**src/rtl/sat_bm_pkg.sv**
```systemverilog
// sat_bm_pkg: shared arbiter state encoding and bin-manager requester indices
package sat_bm_pkg;
  typedef enum logic [1:0] {ARB = 2'd0, OWN = 2'd1, DRAIN = 2'd2} state_e;
  localparam int REQ_LOAD   = 0;
  localparam int REQ_UPDATE = 1;
  localparam int REQ_BKT    = 2;
  localparam int REQ_FIND   = 3;
endpackage

```
**src/rtl/arb_bin_mem_if.sv**
```systemverilog
// arb_bin_mem_if: requester-side bus and bin memory port of the bin memory arbiter
interface arb_bin_mem_if #(
  parameter int NUM_REQ    = 4,
  parameter int WIDTH_ADDR = 10,
  parameter int WIDTH_DATA = 32
);
  logic [NUM_REQ-1:0]            req_i, en_i, we_i, gnt_o, rvalid_o;
  logic [NUM_REQ*WIDTH_ADDR-1:0] addr_i;
  logic [NUM_REQ*WIDTH_DATA-1:0] wdata_i;
  logic [WIDTH_DATA-1:0]         rdata_o, mem_wdata_o, mem_rdata_i;
  logic [WIDTH_ADDR-1:0]         mem_addr_o;
  logic                          mem_en_o, mem_we_o;
  modport slave (
    input  req_i, en_i, we_i, addr_i, wdata_i, mem_rdata_i,
    output gnt_o, rvalid_o, rdata_o, mem_en_o, mem_we_o, mem_addr_o, mem_wdata_o
  );
  modport master (
    output req_i, en_i, we_i, addr_i, wdata_i, mem_rdata_i,
    input  gnt_o, rvalid_o, rdata_o, mem_en_o, mem_we_o, mem_addr_o, mem_wdata_o
  );
endinterface

```
**src/rtl/arb_bin_mem_rr_pick.sv**
```systemverilog
// rr_pick: circular priority picker, first set request at or after ptr_i wins
module rr_pick #(
  parameter int N = 4,
  parameter int W = 2
) (
  input  logic [N-1:0] req_i,
  input  logic [W-1:0] ptr_i,
  output logic [N-1:0] oh_o,
  output logic [W-1:0] idx_o,
  output logic         any_o
);
  always_comb begin
    idx_o = '0;
    for (int i = N - 1; i >= 0; i--)
      if (req_i[(int'(ptr_i) + i) % N]) idx_o = W'((int'(ptr_i) + i) % N);
    any_o = |req_i;
    oh_o  = any_o ? N'(1) << idx_o : '0;
  end
endmodule

```
**src/rtl/arb_bin_mem.sv**
```systemverilog
// arb_bin_mem: round-robin ownership arbiter for the shared single-port bin memory
module arb_bin_mem
  import sat_bm_pkg::*;
#(
  parameter  int NUM_REQ    = 4,
  parameter  int WIDTH_ADDR = 10,
  parameter  int WIDTH_DATA = 32,
  parameter  int WIDTH_HOLD = 16,
  parameter  int MAX_HOLD   = 1024,
  localparam int OW         = NUM_REQ > 1 ? $clog2(NUM_REQ) : 1
) (
  input  logic          clk,
  input  logic          rst,
  arb_bin_mem_if.slave  bus,
  output logic          busy_o,
  output logic [OW-1:0] owner_o,
  output logic          hold_timeout_o
);
  state_e                state_q, state_d;
  logic [OW-1:0]         owner_q, owner_d, ptr_q, ptr_d, rd_owner_q, pick_idx;
  logic [NUM_REQ-1:0]    gnt_q, gnt_d, pick_oh;
  logic [WIDTH_HOLD-1:0] hold_q, hold_d;
  logic                  pick_any, mem_en, rd_q, to_q, others;
  rr_pick #(.N(NUM_REQ), .W(OW)) u_pick (
    .req_i(bus.req_i), .ptr_i(ptr_q), .oh_o(pick_oh), .idx_o(pick_idx), .any_o(pick_any)
  );
  // Gating by the registered grant makes the port go quiet the instant reset asserts
  assign mem_en          = gnt_q[owner_q] & bus.en_i[owner_q] & bus.req_i[owner_q];
  assign bus.mem_en_o    = mem_en;
  assign bus.mem_we_o    = mem_en & bus.we_i[owner_q];
  assign bus.mem_addr_o  = bus.addr_i[owner_q*WIDTH_ADDR +: WIDTH_ADDR];
  assign bus.mem_wdata_o = bus.wdata_i[owner_q*WIDTH_DATA +: WIDTH_DATA];
  assign bus.gnt_o       = gnt_q;
  assign bus.rvalid_o    = rd_q ? NUM_REQ'(1) << rd_owner_q : '0;
  assign bus.rdata_o     = bus.mem_rdata_i;
  assign busy_o          = state_q != ARB;
  assign owner_o         = owner_q;
  assign hold_timeout_o  = to_q;
  assign others          = |(bus.req_i & ~(NUM_REQ'(1) << owner_q));
  always_comb begin
    state_d = state_q;
    owner_d = owner_q;
    gnt_d   = gnt_q;
    ptr_d   = ptr_q;
    case (state_q)
      ARB: if (pick_any) begin
        state_d = OWN;
        owner_d = pick_idx;
        gnt_d   = pick_oh;
      end
      OWN: if (!bus.req_i[owner_q]) begin
        state_d = DRAIN;
        gnt_d   = '0;
        ptr_d   = (int'(owner_q) == NUM_REQ - 1) ? '0 : owner_q + 1'b1;
      end
      default: state_d = ARB;
    endcase
    hold_d = (state_q != OWN) ? '0 :
             (hold_q == WIDTH_HOLD'(MAX_HOLD)) ? hold_q : hold_q + 1'b1;
  end
  always_ff @(posedge clk or negedge rst) begin
    if (!rst) begin
      state_q    <= ARB;
      owner_q    <= '0;
      gnt_q      <= '0;
      ptr_q      <= '0;
      hold_q     <= '0;
      to_q       <= 1'b0;
      rd_q       <= 1'b0;
      rd_owner_q <= '0;
    end else begin
      state_q    <= state_d;
      owner_q    <= owner_d;
      gnt_q      <= gnt_d;
      ptr_q      <= ptr_d;
      hold_q     <= hold_d;
      to_q       <= to_q | ((hold_q == WIDTH_HOLD'(MAX_HOLD)) & others);
      rd_q       <= mem_en & ~bus.mem_we_o;
      rd_owner_q <= owner_q;
    end
  end
endmodule

```
**src/flat_wrapper.sv**
```systemverilog
// flat-port wrapper written by rule: the top's interface ports become plain ports
module arb_bin_mem_flat import sat_bm_pkg::*;
#(
  parameter  int NUM_REQ    = 4,
  parameter  int WIDTH_ADDR = 10,
  parameter  int WIDTH_DATA = 32,
  parameter  int WIDTH_HOLD = 16,
  parameter  int MAX_HOLD   = 1024,
  localparam int OW         = NUM_REQ > 1 ? $clog2(NUM_REQ) : 1
)
  (clk, rst, busy_o, owner_o, hold_timeout_o, bus_req_i, bus_en_i, bus_we_i, bus_addr_i, bus_wdata_i, bus_mem_rdata_i, bus_gnt_o, bus_rvalid_o, bus_rdata_o, bus_mem_en_o, bus_mem_we_o, bus_mem_addr_o, bus_mem_wdata_o);
  arb_bin_mem_if #(.NUM_REQ(NUM_REQ), .WIDTH_ADDR(WIDTH_ADDR), .WIDTH_DATA(WIDTH_DATA)) bus_i ();
  input  logic clk;
  input  logic rst;
  output logic busy_o;
  output logic [OW-1:0] owner_o;
  output logic hold_timeout_o;
  input wire logic [$bits(bus_i.req_i)-1:0] bus_req_i;
  input wire logic [$bits(bus_i.en_i)-1:0] bus_en_i;
  input wire logic [$bits(bus_i.we_i)-1:0] bus_we_i;
  input wire logic [$bits(bus_i.addr_i)-1:0] bus_addr_i;
  input wire logic [$bits(bus_i.wdata_i)-1:0] bus_wdata_i;
  input wire logic [$bits(bus_i.mem_rdata_i)-1:0] bus_mem_rdata_i;
  output wire logic [$bits(bus_i.gnt_o)-1:0] bus_gnt_o;
  output wire logic [$bits(bus_i.rvalid_o)-1:0] bus_rvalid_o;
  output wire logic [$bits(bus_i.rdata_o)-1:0] bus_rdata_o;
  output wire logic [$bits(bus_i.mem_en_o)-1:0] bus_mem_en_o;
  output wire logic [$bits(bus_i.mem_we_o)-1:0] bus_mem_we_o;
  output wire logic [$bits(bus_i.mem_addr_o)-1:0] bus_mem_addr_o;
  output wire logic [$bits(bus_i.mem_wdata_o)-1:0] bus_mem_wdata_o;
  assign bus_i.req_i = bus_req_i;
  assign bus_i.en_i = bus_en_i;
  assign bus_i.we_i = bus_we_i;
  assign bus_i.addr_i = bus_addr_i;
  assign bus_i.wdata_i = bus_wdata_i;
  assign bus_i.mem_rdata_i = bus_mem_rdata_i;
  assign bus_gnt_o = bus_i.gnt_o;
  assign bus_rvalid_o = bus_i.rvalid_o;
  assign bus_rdata_o = bus_i.rdata_o;
  assign bus_mem_en_o = bus_i.mem_en_o;
  assign bus_mem_we_o = bus_i.mem_we_o;
  assign bus_mem_addr_o = bus_i.mem_addr_o;
  assign bus_mem_wdata_o = bus_i.mem_wdata_o;
  arb_bin_mem #(.NUM_REQ(NUM_REQ), .WIDTH_ADDR(WIDTH_ADDR), .WIDTH_DATA(WIDTH_DATA), .WIDTH_HOLD(WIDTH_HOLD), .MAX_HOLD(MAX_HOLD)) u_core (.clk(clk), .rst(rst), .bus(bus_i), .busy_o(busy_o), .owner_o(owner_o), .hold_timeout_o(hold_timeout_o));
endmodule
```
**config.mk**
```make
export PLATFORM = sky130hd
export DESIGN_NAME = arb_bin_mem_flat
export DESIGN_NICKNAME = d
export VERILOG_FILES = /design/src/rtl/sat_bm_pkg.sv /design/src/rtl/arb_bin_mem_if.sv /design/src/rtl/arb_bin_mem_rr_pick.sv /design/src/rtl/arb_bin_mem.sv /design/src/flat_wrapper.sv
export SDC_FILE = /design/constraint.sdc
export NUM_CORES = 1
export LEC_CHECK = 0
export BUFFER_PORTS_ARGS = -buffer_cell sky130_fd_sc_hd__buf_2
export CAP_MARGIN = 25
export CORE_AREA = 2 2 117 119
export CTS_BUF_LIST = sky130_fd_sc_hd__clkbuf_4 sky130_fd_sc_hd__clkbuf_8 sky130_fd_sc_hd__clkbuf_16
export CTS_CLUSTER_SIZE = 12
export DETAILED_ROUTE_END_ITERATION = 8
export DIE_AREA = 0 0 119 121
export PLACE_DENSITY = 0.69
export SYNTH_ARGS = -nofsm -noshare
export SYNTH_HDL_FRONTEND = slang
export SYNTH_SLANG_ARGS = --single-unit
export TNS_END_PERCENT = 1
```
**constraint.sdc**
```tcl
create_clock -name clk -period 1.75 [get_ports clk]
set_clock_uncertainty 0.05 [all_clocks]
set_input_delay 0.175 -clock clk [delete_from_list [all_inputs] [get_ports clk]]
set_output_delay 0.175 -clock clk [all_outputs]
set_load 0.005 [all_outputs]
```
==> impl_metrics.ini <==
[outcome]
status = finished, violations left
violations = negative setup slack

[critical_path]
arrival_ps = 1690
r2r_start = u_core.owner_o[0]
startpoint_type = register
max_stage_delay_ps = 520
cp_top_family = multiplexers
required_ps = 1520
cp_cell_sequence = buf_12 -> buf_12 -> mux4_2 -> buf_2
cp_common_cell = buf_12
crit_buf_inv = 3
cp_max_fo = 7
cpMaxStageDelayCell = mux4_2
critPathKind = register to output pin
worstSetupEndpointType = output pin
reg2reg_depth = 9
r2r_setup_slack_ps = -100
r2r_end = u_core.hold_timeout_o

[global_route]
grt_start_max_net_pins = 32
grt_pass1_wl_mm = 18.87
grt_usage = 0.1759
overflow = 0
grt_pass1_vias = 3178
grt_antenna_before_repair = 6

[synth]
synth-edff-count = 0
synth.area.mux_share = 0.3546
synthFlopType = dfrtp_1
syn_area_um2 = 2883
synth_simple_gate_area_frac = 0.1415
synth_fa_ha_area_frac = 0.02604
syn_avg_cell_area_um2 = 11.53
synth_top_family_by_area = multiplexers
yosysSeqAreaShare = 0.2604
synth-xor-area-share = 0.03646
netlist_instances = 250
yosysUniqueCellTypes = 48
synth.net_count = 470
synth-seq-cells = 30
async_flop_share = 1.000
ys_warn_count = 0
synth_compound_area_frac = 0.05816

[timing]
setup_viol = 45
hold_viol = 0
setup_slack_ps = -163.4
tightest_slew_ps = 722.8
min_period_ps = 1913
clock.fmax_ghz = 0.5226
final_max_slew_viol_count = 0
rsz0062_at_grt = true
timing.final.crit_share = 1.093
relSlewSlack = 0.5181

[clock_network]
clk_latency_ps = 270
htreeDepth = 2
root_buffer = clkbuf_16
cts_made_buffers = 5
clk_pin_slew_ps = 50
clock_path_buffers = 2
clock-sinks = 30
cts_tree = yes

[power_and_ir_drop]
p_sw_uw = 2134
intPower_uw = 3697
irDropWorstVdd_uv = 523.1
p_per_area_nw_per_um2 = 1305
pwr-share-clk = 0.161
combPwrFrac = 0.660
p_leak_uw = 0.002131
power.share.sequential = 0.179
swShare = 0.3660

[routing]
post_drt_wl_per_cell_um = 20.32
ant_nets = 0
drt-initial-drc-count = 173
viasPerCell = 4.747
drt_wl_total_mm = 13.23
num_vias = 3090
first_pass_iters = 4
drc = 0

[place]
dpl.hpwl_mm = 11.50
postPlaceCellArea_um2 = 4105
dp_slack_ps = 20.37
port-buffer-count = 237
gp_congestion = 0.8787

[floorplan]
dieArea_um2 = 14400
die_w_um = 119
core-area_um2 = 13090
chipHeight_um = 121
fp-row-count = 42
ios = 302
start_util = 0.2203

[final_layout]
final_area_um2 = 4468
area_growth_pct = 54.99
fin_nets = 690
drive_above_1_share = 0.6858

[hold_path]
holdPathStages = 3
hold_path.startpoint = bus_we_i[0]
hold_end = u_core.rd_q
min_path_type = primary input to register

[run]
max_cap_violations = 0
-- worst max-delay path by stage --
stage | slack, ps | endpoint | cells after the start | start
floorplan | 60 | u_core.ptr_q[1] | 6 | u_core.owner_o[0]
global placement | 30 | bus_mem_wdata_o[19] | 3 | u_core.owner_o[0]
detailed placement | 20 | bus_mem_addr_o[9] | 3 | u_core.owner_o[0]
CTS | -180 | bus_mem_wdata_o[15] | 4 | u_core.owner_o[0]
global route | -220 | bus_mem_we_o | 6 | u_core.owner_o[0]
finish | -160 | bus_mem_wdata_o[8] | 4 | u_core.owner_o[0]
-- cell usage in the layout (no fill, tap or decap), types with 5 or more instances in the layout --
cell / Yosys / layout
ha_1: 6 / 6
nor2_1: 20 / 20
dfrtp_1: 30 / 28
nor3_1: 6 / 6
xnor2_1: 9 / 9
o21ai_0: 6 / 5
buf_4: 33 / 11
buf_2: 7 / 233
nor4_1: 6 / 6
nand3_1: 8 / 8
clkbuf_16: 0 / 5
inv_1: 12 / 12
mux4_2: 44 / 44
nand2_1: 8 / 8
buf_6: 1 / 7
-- power by group through the flow --
stage | logic [uW] | clock network [uW] | registers, uW
6_report | 3850 | 939 | 1040
5_1_grt | 4190 | 996 | 1060
4_1_cts | 3820 | 964 | 1040
3_5_place_dp | 3400 | 0 | 1100
3_3_place_gp | 3360 | 0 | 1090
2_1_floorplan | 2130 | 0 | 1000
-- per-layer routing --
layer / global-route usage / share of wire / wire (um)
met1: 0.2351 / 0.43 / 5669
met2: 0.2719 / 0.46 / 6143
met3: 0.06015 / 0.083 / 1100
met4: 0.04688 / 0.023 / 303
met5: 0 / 0.00091 / 12
-- what timing repair did --
| item | in CTS | in global routing |
|---|---|---|
| endpoints found under the hold margin | 30 | 0 |
| endpoints found under the setup margin | 44 | 49 |
| hold buffers | 1 | 0 |
| resized for setup | 6 | 10 |
| pin swaps | 2 | 5 |
| cloned | 2 | 0 |
| setup buffers | 7 | 0 |
-- synth_stat cells (2+ instances only) --
master / number / area [um2]
inv_1: 12 / 45.04
o2bb2ai_1: 2 / 17.52
a31o_2: 2 / 17.52
buf_4: 33 / 247.7
nand2b_1: 3 / 18.77
nor3_1: 6 / 30.03
and3_1: 2 / 12.51
xnor2_1: 9 / 78.83
mux2i_1: 2 / 20.02
nand3_1: 8 / 40.04
nand2_1: 8 / 30.03
clkbuf_1: 3 / 11.26
nor2b_1: 2 / 12.51
mux4_2: 44 / 991.0
a21oi_1: 4 / 20.02
nor4_1: 6 / 37.54
o21ai_0: 6 / 30.03
nand4_1: 3 / 18.77
dfrtp_1: 30 / 750.7
or2_1: 2 / 12.51
xor2_1: 3 / 26.28
or3_1: 2 / 12.51
nor2_1: 20 / 75.07
a22o_1: 2 / 17.52
nor3b_1: 2 / 15.01
ha_1: 6 / 75.07
buf_2: 7 / 35.03
-- logic make-up after synthesis --
family	Yosys count
mux	47
xor+xnor	12
simple gates	74
compound gates	24
buf+inv	57
fa+ha+maj	6
flops	30
-- metrics by stage --
| step | hold slack [ps] | power [uW] | setup TNS [ps] | utilization | std cells |
|---|---|---|---|---|---|
| 2_1_floorplan | -170.6 | 3135 | 0 | - | 250 |
| 3_3_place_gp | 214.3 | 4448 | 0 | 0.3137 | 629 |
| 3_5_place_dp | 225.3 | 4507 | 0 | 0.3137 | 629 |
| 4_1_cts | 285.1 | 5824 | -5494 | 0.3382 | 647 |
| 5_1_grt | 289.6 | 6245 | -7374 | 0.3409 | 648 |
| 6_report | 291.1 | 5831 | -4894 | 0.3415 | 651 |
-- final cells by class --
class / count / area (um2)
clock buffers: 8 / 166.4
multi-input cells: 163 / 1798
flip-flops and latches: 30 / 755.7
inverters: 12 / 45.04
well taps: 176 / 220.2
diodes: 4 / 10.01
repair buffers: 258 / 1473
fillers: 1330 / 8617
-- flip-flops by register name, indices dropped and copies added, names as in the netlist --
| signal | cells |
|---|---|
| u_core.hold_q | 16 |
| u_core.bus.gnt_o | 4 |
| u_core.owner_o | 2 |
| u_core.ptr_q | 2 |
| u_core.rd_owner_q | 2 |
| u_core.state_q | 2 |
| u_core.hold_timeout_o | 1 |
| u_core.rd_q | 1 |
-- worst register-to-register path, stage by stage, from the launching register on --
cell and delay (ps):
dfrtp_4 500, buf_4 170, buf_4 140, buf_4 140
inv_1 80, ha_1 150, o22ai_1 90, a221oi_2 190
buf_4 170, o21bai_1 60
Power figures use the tool's default switching activity.
